<file path="src/rtl/abro_input_cond_if.sv">
// rtl/abro_input_cond_if.sv - raw inputs and conditioned event outputs of the ABRO input stage
//
// Purpose: bundles the raw asynchronous A/B/R levels and the tick-aligned
// event pulses that the conditioning stage hands to the ABRO controller.
// Signals:
//   A_raw, B_raw, R_raw : raw asynchronous input levels (driven by master)
//   A, B, R             : single-cycle event pulses aligned with tick (driven by slave)
//   tick                : reaction-instant strobe (driven by slave)
// Modports:
//   master : environment side, drives raw levels and observes events
//   slave  : conditioning stage side

interface abro_input_cond_if;
   logic A_raw;
   logic B_raw;
   logic R_raw;
   logic A;
   logic B;
   logic R;
   logic tick;

   modport master (
      output A_raw, B_raw, R_raw,
      input  A, B, R, tick
   );

   modport slave (
      input  A_raw, B_raw, R_raw,
      output A, B, R, tick
   );
endinterface

</file>
<file path="src/rtl/abro_input_cond.sv">
// rtl/abro_input_cond.sv - synchronize, debounce and tick-align the A/B/R inputs of the ABRO controller
//
// Purpose: three independent lanes (A, B, R), each with a 2-FF synchronizer,
// a debouncer producing a clean level, and a pending flag that holds a rising
// edge until the next reaction tick. A shared counter produces the tick every
// TICK_PERIOD cycles; at a tick every lane reports pending-or-new rises as a
// one-cycle pulse, so each occurrence lands in exactly one reaction.
// Parameters:
//   DB_LEN      : cycles s2 must differ from lvl before lvl follows (>=1)
//   TICK_PERIOD : clock cycles per reaction tick (>=1)
// Ports:
//   clk : clock, rising edge
//   rst : asynchronous active-high reset
//   io  : abro_input_cond_if.slave (A_raw/B_raw/R_raw in, A/B/R/tick out)
// Build option:
//   ABRO_COND_DEBOUNCE_EN defined   -> debounce counters built, DB_LEN honoured
//   ABRO_COND_DEBOUNCE_EN undefined -> lvl follows s2 every edge (as DB_LEN=1)

module abro_input_cond #(
   parameter int DB_LEN      = 4,
   parameter int TICK_PERIOD = 8
) (
   input  logic              clk,
   input  logic              rst,
   abro_input_cond_if.slave  io
);

   localparam int            TW    = (TICK_PERIOD > 1) ? $clog2(TICK_PERIOD) : 1;
   localparam logic [TW-1:0] TLAST = TW'(TICK_PERIOD - 1);

   if (DB_LEN < 1 || TICK_PERIOD < 1) begin : g_bad_param
      $error("abro_input_cond: DB_LEN and TICK_PERIOD must both be >= 1");
   end

   // Lane bit order everywhere: [0]=A, [1]=B, [2]=R
   logic [2:0]    w_raw;
   logic [2:0]    r_s1;
   logic [2:0]    r_s2;
   logic [2:0]    r_lvl;
   logic [2:0]    w_lvl_nxt;
   logic [2:0]    w_rise;
   logic [2:0]    r_pend;
   logic [2:0]    r_out;
   logic [TW-1:0] r_tcnt;
   logic          r_tick;
   logic          w_tick_edge;

   assign w_raw       = {io.R_raw, io.B_raw, io.A_raw};
   assign w_tick_edge = (r_tcnt == TLAST);

   // Two-stage synchronizer for the asynchronous raw levels
   always_ff @(posedge clk or posedge rst) begin
      if (rst) begin
         r_s1 <= '0;
         r_s2 <= '0;
      end else begin
         r_s1 <= w_raw;
         r_s2 <= r_s1;
      end
   end

`ifdef ABRO_COND_DEBOUNCE_EN
   localparam int            CW    = $clog2(DB_LEN) + 1;
   localparam logic [CW-1:0] CLAST = CW'(DB_LEN - 1);

   logic [CW-1:0] r_dcnt [3];

   // lvl takes the new value on the DB_LEN-th consecutive mismatching sample
   always_comb begin
      w_lvl_nxt = r_lvl;
      for (int i = 0; i < 3; i++) begin
         if ((r_s2[i] != r_lvl[i]) && (r_dcnt[i] == CLAST)) begin
            w_lvl_nxt[i] = r_s2[i];
         end
      end
   end

   // Counter restarts whenever s2 agrees with lvl and after every lvl update
   always_ff @(posedge clk or posedge rst) begin
      if (rst) begin
         for (int i = 0; i < 3; i++) begin
            r_dcnt[i] <= '0;
         end
      end else begin
         for (int i = 0; i < 3; i++) begin
            if ((r_s2[i] == r_lvl[i]) || (r_dcnt[i] == CLAST)) begin
               r_dcnt[i] <= '0;
            end else begin
               r_dcnt[i] <= r_dcnt[i] + 1'b1;
            end
         end
      end
   end
`else
   assign w_lvl_nxt = r_s2;
`endif

   // Only 0->1 updates of the debounced level are events
   assign w_rise = w_lvl_nxt & ~r_lvl;

   // A rise on the tick edge itself goes straight to the output and never
   // enters pend, so it cannot be reported twice.
   always_ff @(posedge clk or posedge rst) begin
      if (rst) begin
         r_lvl  <= '0;
         r_pend <= '0;
         r_out  <= '0;
         r_tcnt <= '0;
         r_tick <= 1'b0;
      end else begin
         r_lvl  <= w_lvl_nxt;
         r_tcnt <= w_tick_edge ? '0 : r_tcnt + 1'b1;
         r_tick <= w_tick_edge;
         if (w_tick_edge) begin
            r_out  <= r_pend | w_rise;
            r_pend <= '0;
         end else begin
            r_out  <= '0;
            r_pend <= r_pend | w_rise;
         end
      end
   end

   assign io.A    = r_out[0];
   assign io.B    = r_out[1];
   assign io.R    = r_out[2];
   assign io.tick = r_tick;

endmodule

</file>
<file path="src/flat_wrapper.sv">
// flat-port wrapper written by rule: the top's interface ports become plain ports
module abro_input_cond_flat 
#(
   parameter int DB_LEN      = 4,
   parameter int TICK_PERIOD = 8
)
  (clk, rst, io_A_raw, io_B_raw, io_R_raw, io_A, io_B, io_R, io_tick);
  abro_input_cond_if io_i ();
  input  logic clk;
  input  logic rst;
  input wire logic [$bits(io_i.A_raw)-1:0] io_A_raw;
  input wire logic [$bits(io_i.B_raw)-1:0] io_B_raw;
  input wire logic [$bits(io_i.R_raw)-1:0] io_R_raw;
  output wire logic [$bits(io_i.A)-1:0] io_A;
  output wire logic [$bits(io_i.B)-1:0] io_B;
  output wire logic [$bits(io_i.R)-1:0] io_R;
  output wire logic [$bits(io_i.tick)-1:0] io_tick;
  assign io_i.A_raw = io_A_raw;
  assign io_i.B_raw = io_B_raw;
  assign io_i.R_raw = io_R_raw;
  assign io_A = io_i.A;
  assign io_B = io_i.B;
  assign io_R = io_i.R;
  assign io_tick = io_i.tick;
  abro_input_cond #(.DB_LEN(DB_LEN), .TICK_PERIOD(TICK_PERIOD)) u_core (.clk(clk), .rst(rst), .io(io_i));
endmodule
</file>
<file path="config.mk">
export PLATFORM = sky130hd
export DESIGN_NAME = abro_input_cond_flat
export DESIGN_NICKNAME = d
export VERILOG_FILES = /design/src/rtl/abro_input_cond_if.sv /design/src/rtl/abro_input_cond.sv /design/src/flat_wrapper.sv
export SDC_FILE = /design/constraint.sdc
export NUM_CORES = 1
export LEC_CHECK = 0
export CORE_MARGIN = 2
export CORE_UTILIZATION = 44
export CTS_CLUSTER_DIAMETER = 120
export DETAILED_ROUTE_END_ITERATION = 8
export GPL_ROUTABILITY_DRIVEN = 0
export GPL_TIMING_DRIVEN = 0
export HOLD_SLACK_MARGIN = 0.08
export PLACE_DENSITY_LB_ADDON = 0.08
export SETUP_SLACK_MARGIN = 0.5
export SLEW_MARGIN = 20
export SYNTH_ARGS = -nofsm -noshare
export SYNTH_HDL_FRONTEND = slang
export SYNTH_SLANG_ARGS = --single-unit
</file>
<file path="constraint.sdc">
create_clock -name clk -period 1.1 [get_ports clk]
set_clock_uncertainty 0.05 [all_clocks]
set_input_delay 0.22 -clock clk [delete_from_list [all_inputs] [get_ports clk]]
set_output_delay 0.22 -clock clk [all_outputs]
set_load 0.02 [all_outputs]
</file>
Word-level counts from Yosys, hierarchy flattened
Cells that the tools add are included.
{"block": "totals", "latchBits": 0, "elab_cells": 15, "ram_bits": 0, "out_inout_bits": 4, "reg_bits": 19, "inputBits": 5, "n_memories": 0, "rom_bits": 0}
{"block": "classes", "shifts": 0, "order_cmp": 0, "n_mux": 3, "reduce_logical": 0, "n_addsub": 1, "bitwise_logic": 3, "div_mod_pow": 0, "multipliers": 0, "eq_ne": 1}
{"op": "3-bit 2-to-1 mux", "count": 3}
{"op": "3-bit by 1-bit adder with 3-bit output, second input constant", "count": 1}
{"op": "3-bit AND", "count": 1}
{"op": "3-bit equality test, second input constant", "count": 1}
{"op": "3-bit inverter", "count": 1}
{"op": "3-bit OR", "count": 1}

Logic depth before layout (Yosys ltp)
{"block": "depth", "word_depth": 4, "ltp_mapped": 3}

Worst setup path before layout
OpenSTA, ideal clock, no wires.
{"block": "synth_path", "path_kind": "register to register", "start": "register u_core.r_tcnt[0]", "end": "register u_core.r_out[1]", "path_stages_with_launch": 4, "setup_time_ns": 0.122, "setup_slack_ns": -0.010, "synth_period_minus_slack_ns": 1.110, "arrival_time_ns": 0.938, "cell_sequence": "dfrtp_1 ha_1 ha_1 a21boi_2"}
{"block": "synth_via", "elab_chain_len": 2}
{"item": "start: declaration", "line": "abro_input_cond.sv:44", "source": "logic [TW-1:0] r_tcnt;"}
{"item": "start signal: assignment", "line": "abro_input_cond.sv:112", "source": "r_tcnt <= w_tick_edge ? '0 : r_tcnt + 1'b1;"}
{"item": "3-bit equality test", "line": "abro_input_cond.sv:49", "source": "assign w_tick_edge = (r_tcnt == TLAST);"}
{"item": "3-bit 2-to-1 mux", "line": "abro_input_cond.sv:114", "source": "if (w_tick_edge) begin"}
{"item": "end signal: assignment", "line": "abro_input_cond.sv:115", "source": "r_out <= r_pend | w_rise;"}
{"item": "end: declaration", "line": "abro_input_cond.sv:43", "source": "logic [2:0] r_out;"}
No other way between the ends.

Final worst setup path
Ends and elaborated chain as after synthesis.

==> flow_summary.ini <==
[floorplanning]
dieArea_um2 = 1758
die_x_um = 41.93
core_um2 = 1318
start_util_pct = 48.05
fp.dieH_um = 41.93
rows = 13
ios = 9

[cells_and_area]
nFillCells = 99
area_growth_pct = 33.79
nets = 60
n_antenna_cell = 0
drive_above_1_share_pct = 45.10

[timing]
hold_viol = 0
max_freq_ghz = 0.9026
fin_setup_tns_ns = -0.01225
rsz0062_at_grt = true
setup_viol = 2
relSlewSlack_pct = 86.48
slew_violations = 0
finalWorstSetupSlack_ns = -0.007922
period_share_pct = 100.7
fin_crit_ns = 1.108
tightest_slew_ns = 0.2029

[grt]
grt_first_pass_wirelength_um = 1338
grtUsageTotal_pct = 10.68
grt_max_degree = 20
grt_pass1_vias = 309
grt_antenna_before_repair = 0
grt_overflow = 0

[critical_path]
worstSetupEndpointType = register
cp.arrival_ns = 1.24
crit_fanout = 5
required_ns = 1.23
crit_type = reg -> reg
cp-start-kind = register

[synthesis]
synth_area_leaders = dfrtp_1, ha_1, nand2b_4
async_flop_share_pct = 100.0
ys_seq_elements = 19
ys_seq_area_share_pct = 75.10
synth_area_per_cell_um2 = 17.59
yosys.area.top_type_share_pct = 75.10
yosysTopAreaCell = dfrtp_1
syn_inst = 36
synth.distinct_cells = 11
yosysMostFrequentCell = dfrtp_1
synth-main-ff-cell = dfrtp_1
synth_commonest_cells = dfrtp_1, ha_1, inv_1
syn_nets = 44
syn_area_um2 = 633.1
synth_edf_count = 0
synth_warnings = 0

[route]
antenna_left = 0
vias = 300
initialDrtViolationCount = 1
routedWlPerCell_um = 12.52
via_per_inst = 4.545
first_pass_iters = 2
drc_errors = 0
routed_wl_um = 826

[power]
p_per_area_nw_per_um2 = 1335
power_mw = 1.131
irDropWorstVdd_v = 0.0009642
p_leak_nw = 0.3896

[status]
violations = negative setup slack
outcome = complete, but fails checks

[hold_path]
min_path_type = in -> async

[place]
port_buffers = 8

[clock_tree]
cts_sinks = 19
cts_buffer_depth = 2
cts_buffers = 3
cts_root_buf = clkbuf_4
clkTransAtPathRegs_ns = 0.10
htreeDepth = 1
clk_latency_ns = 0.28
cts_tree = built

[job]
cap_viol_max_count = 0
metrics by stage:
step | worst slack [ns] | area, µm² | hold slack [ns] | util, % | cells
2_1_floorplan | 0.06732 | 670.6 | 0.1211 | - | 36
3_3_place_gp | -0.06276 | 769.5 | 0.2854 | 58.40 | 59
3_5_place_dp | -0.09620 | 769.5 | 0.2910 | 58.40 | 59
4_1_cts | 0.008721 | 799.5 | 0.2202 | 60.68 | 63
5_1_grt | -0.02590 | 847.1 | 0.09049 | 64.29 | 66
6_report | -0.007922 | 847.1 | 0.1036 | 64.29 | 66
cell families (layout without fill, tap and decap cells):
logic type | count (synthesis) | in the layout | share of synthesized area (%)
fa+ha+maj | 3 | 3 | 5.929
simple gates | 5 | 5 | 8.103
flops | 19 | 19 | 75.10
compound gates | 6 | 6 | 9.092
buf+inv | 3 | 18 | 1.779
placed cells by master (no fill, tap or decap):
cell             netlist  layout
a21boi_2               2       2
a21oi_2                2       2
buf_12                 0       1
buf_4                  0       2
buf_6                  0       4
clkbuf_4               0       3
clkdlybuf4s50_1        0       4
clkinv_2               0       1
clkinvlp_4             0       1
dfrtp_1               19      19
ha_4                   0       3
inv_1                  3       2
nand2b_4               2       2
nor2_1                 1       1
nor2b_1                1       1
nor2b_4                1       1
o21a_1                 1       1
o21ba_4                0       1
cell type report:
type	instances	area [µm²]	share of cell area [%]
Tap cell	15	18.77	2.216
Multi-Input combinational cell	14	190.2	22.45
Clock inverter	1	5.005	0.5908
Timing Repair Buffer	11	120.1	14.18
Sequential cell	19	475.5	56.13
Inverter	3	15.01	1.773
Clock buffer	3	22.52	2.659
critical path, stage by stage (launching register included):
cell	delay, ns
dfrtp_1	0.43
ha_4	0.19
ha_4	0.18
a21boi_2	0.15
state kept, by name, indices dropped and copies added (netlist names):
name and count:
u_core.r_s1 3, u_core.r_tcnt 3, u_core.r_s2 3, u_core.r_out 3, u_core.io.tick 1, u_core.r_lvl 3
u_core.r_pend 3
routing by layer:
layer	vias to the layer above	part of all wire [%]	track usage [%]	wire, µm
li1	144	-	-	-
met5	-	0	0	0
met2	9	48	16.25	395
met3	2	4.8	2.609	40
met1	145	46	14.04	382
met4	0	0.85	5.806	7
power breakdown:
part           total [mW]  internal (mW)  switching [mW]
sequential          0.732          0.721          0.0114
clock               0.332          0.135           0.197
combinational      0.0668         0.0397          0.0271
path summary, 6_finish.rpt:
kind	end	slack (ns)	from	cells past startpoint
min	u_core.r_lvl[1]$_DFF_PP0_	0.10	rst	2
max reg2reg	u_core.r_out[1]$_DFF_PP0_	-0.008	u_core.r_tcnt[0]$_DFF_PP0_	3
max in group asynchronous	u_core.r_out[1]$_DFF_PP0_	0.64	rst	3
min reg2reg	u_core.r_s2[0]$_DFF_PP0_	0.31	u_core.r_s1[0]$_DFF_PP0_	0
min in group clk	u_core.r_s2[0]$_DFF_PP0_	0.31	u_core.r_s1[0]$_DFF_PP0_	0
max	u_core.r_out[1]$_DFF_PP0_	-0.008	u_core.r_tcnt[0]$_DFF_PP0_	3
timing repair:
item                                   CTS  global route
endpoints found under the hold margin    0             0
hold buffers                             0             0
setup endpoints to repair               34            35
pin swaps                                0             1
resized for setup                       23             3
setup buffers                            0             3
(Power assumes the default switching activity.)
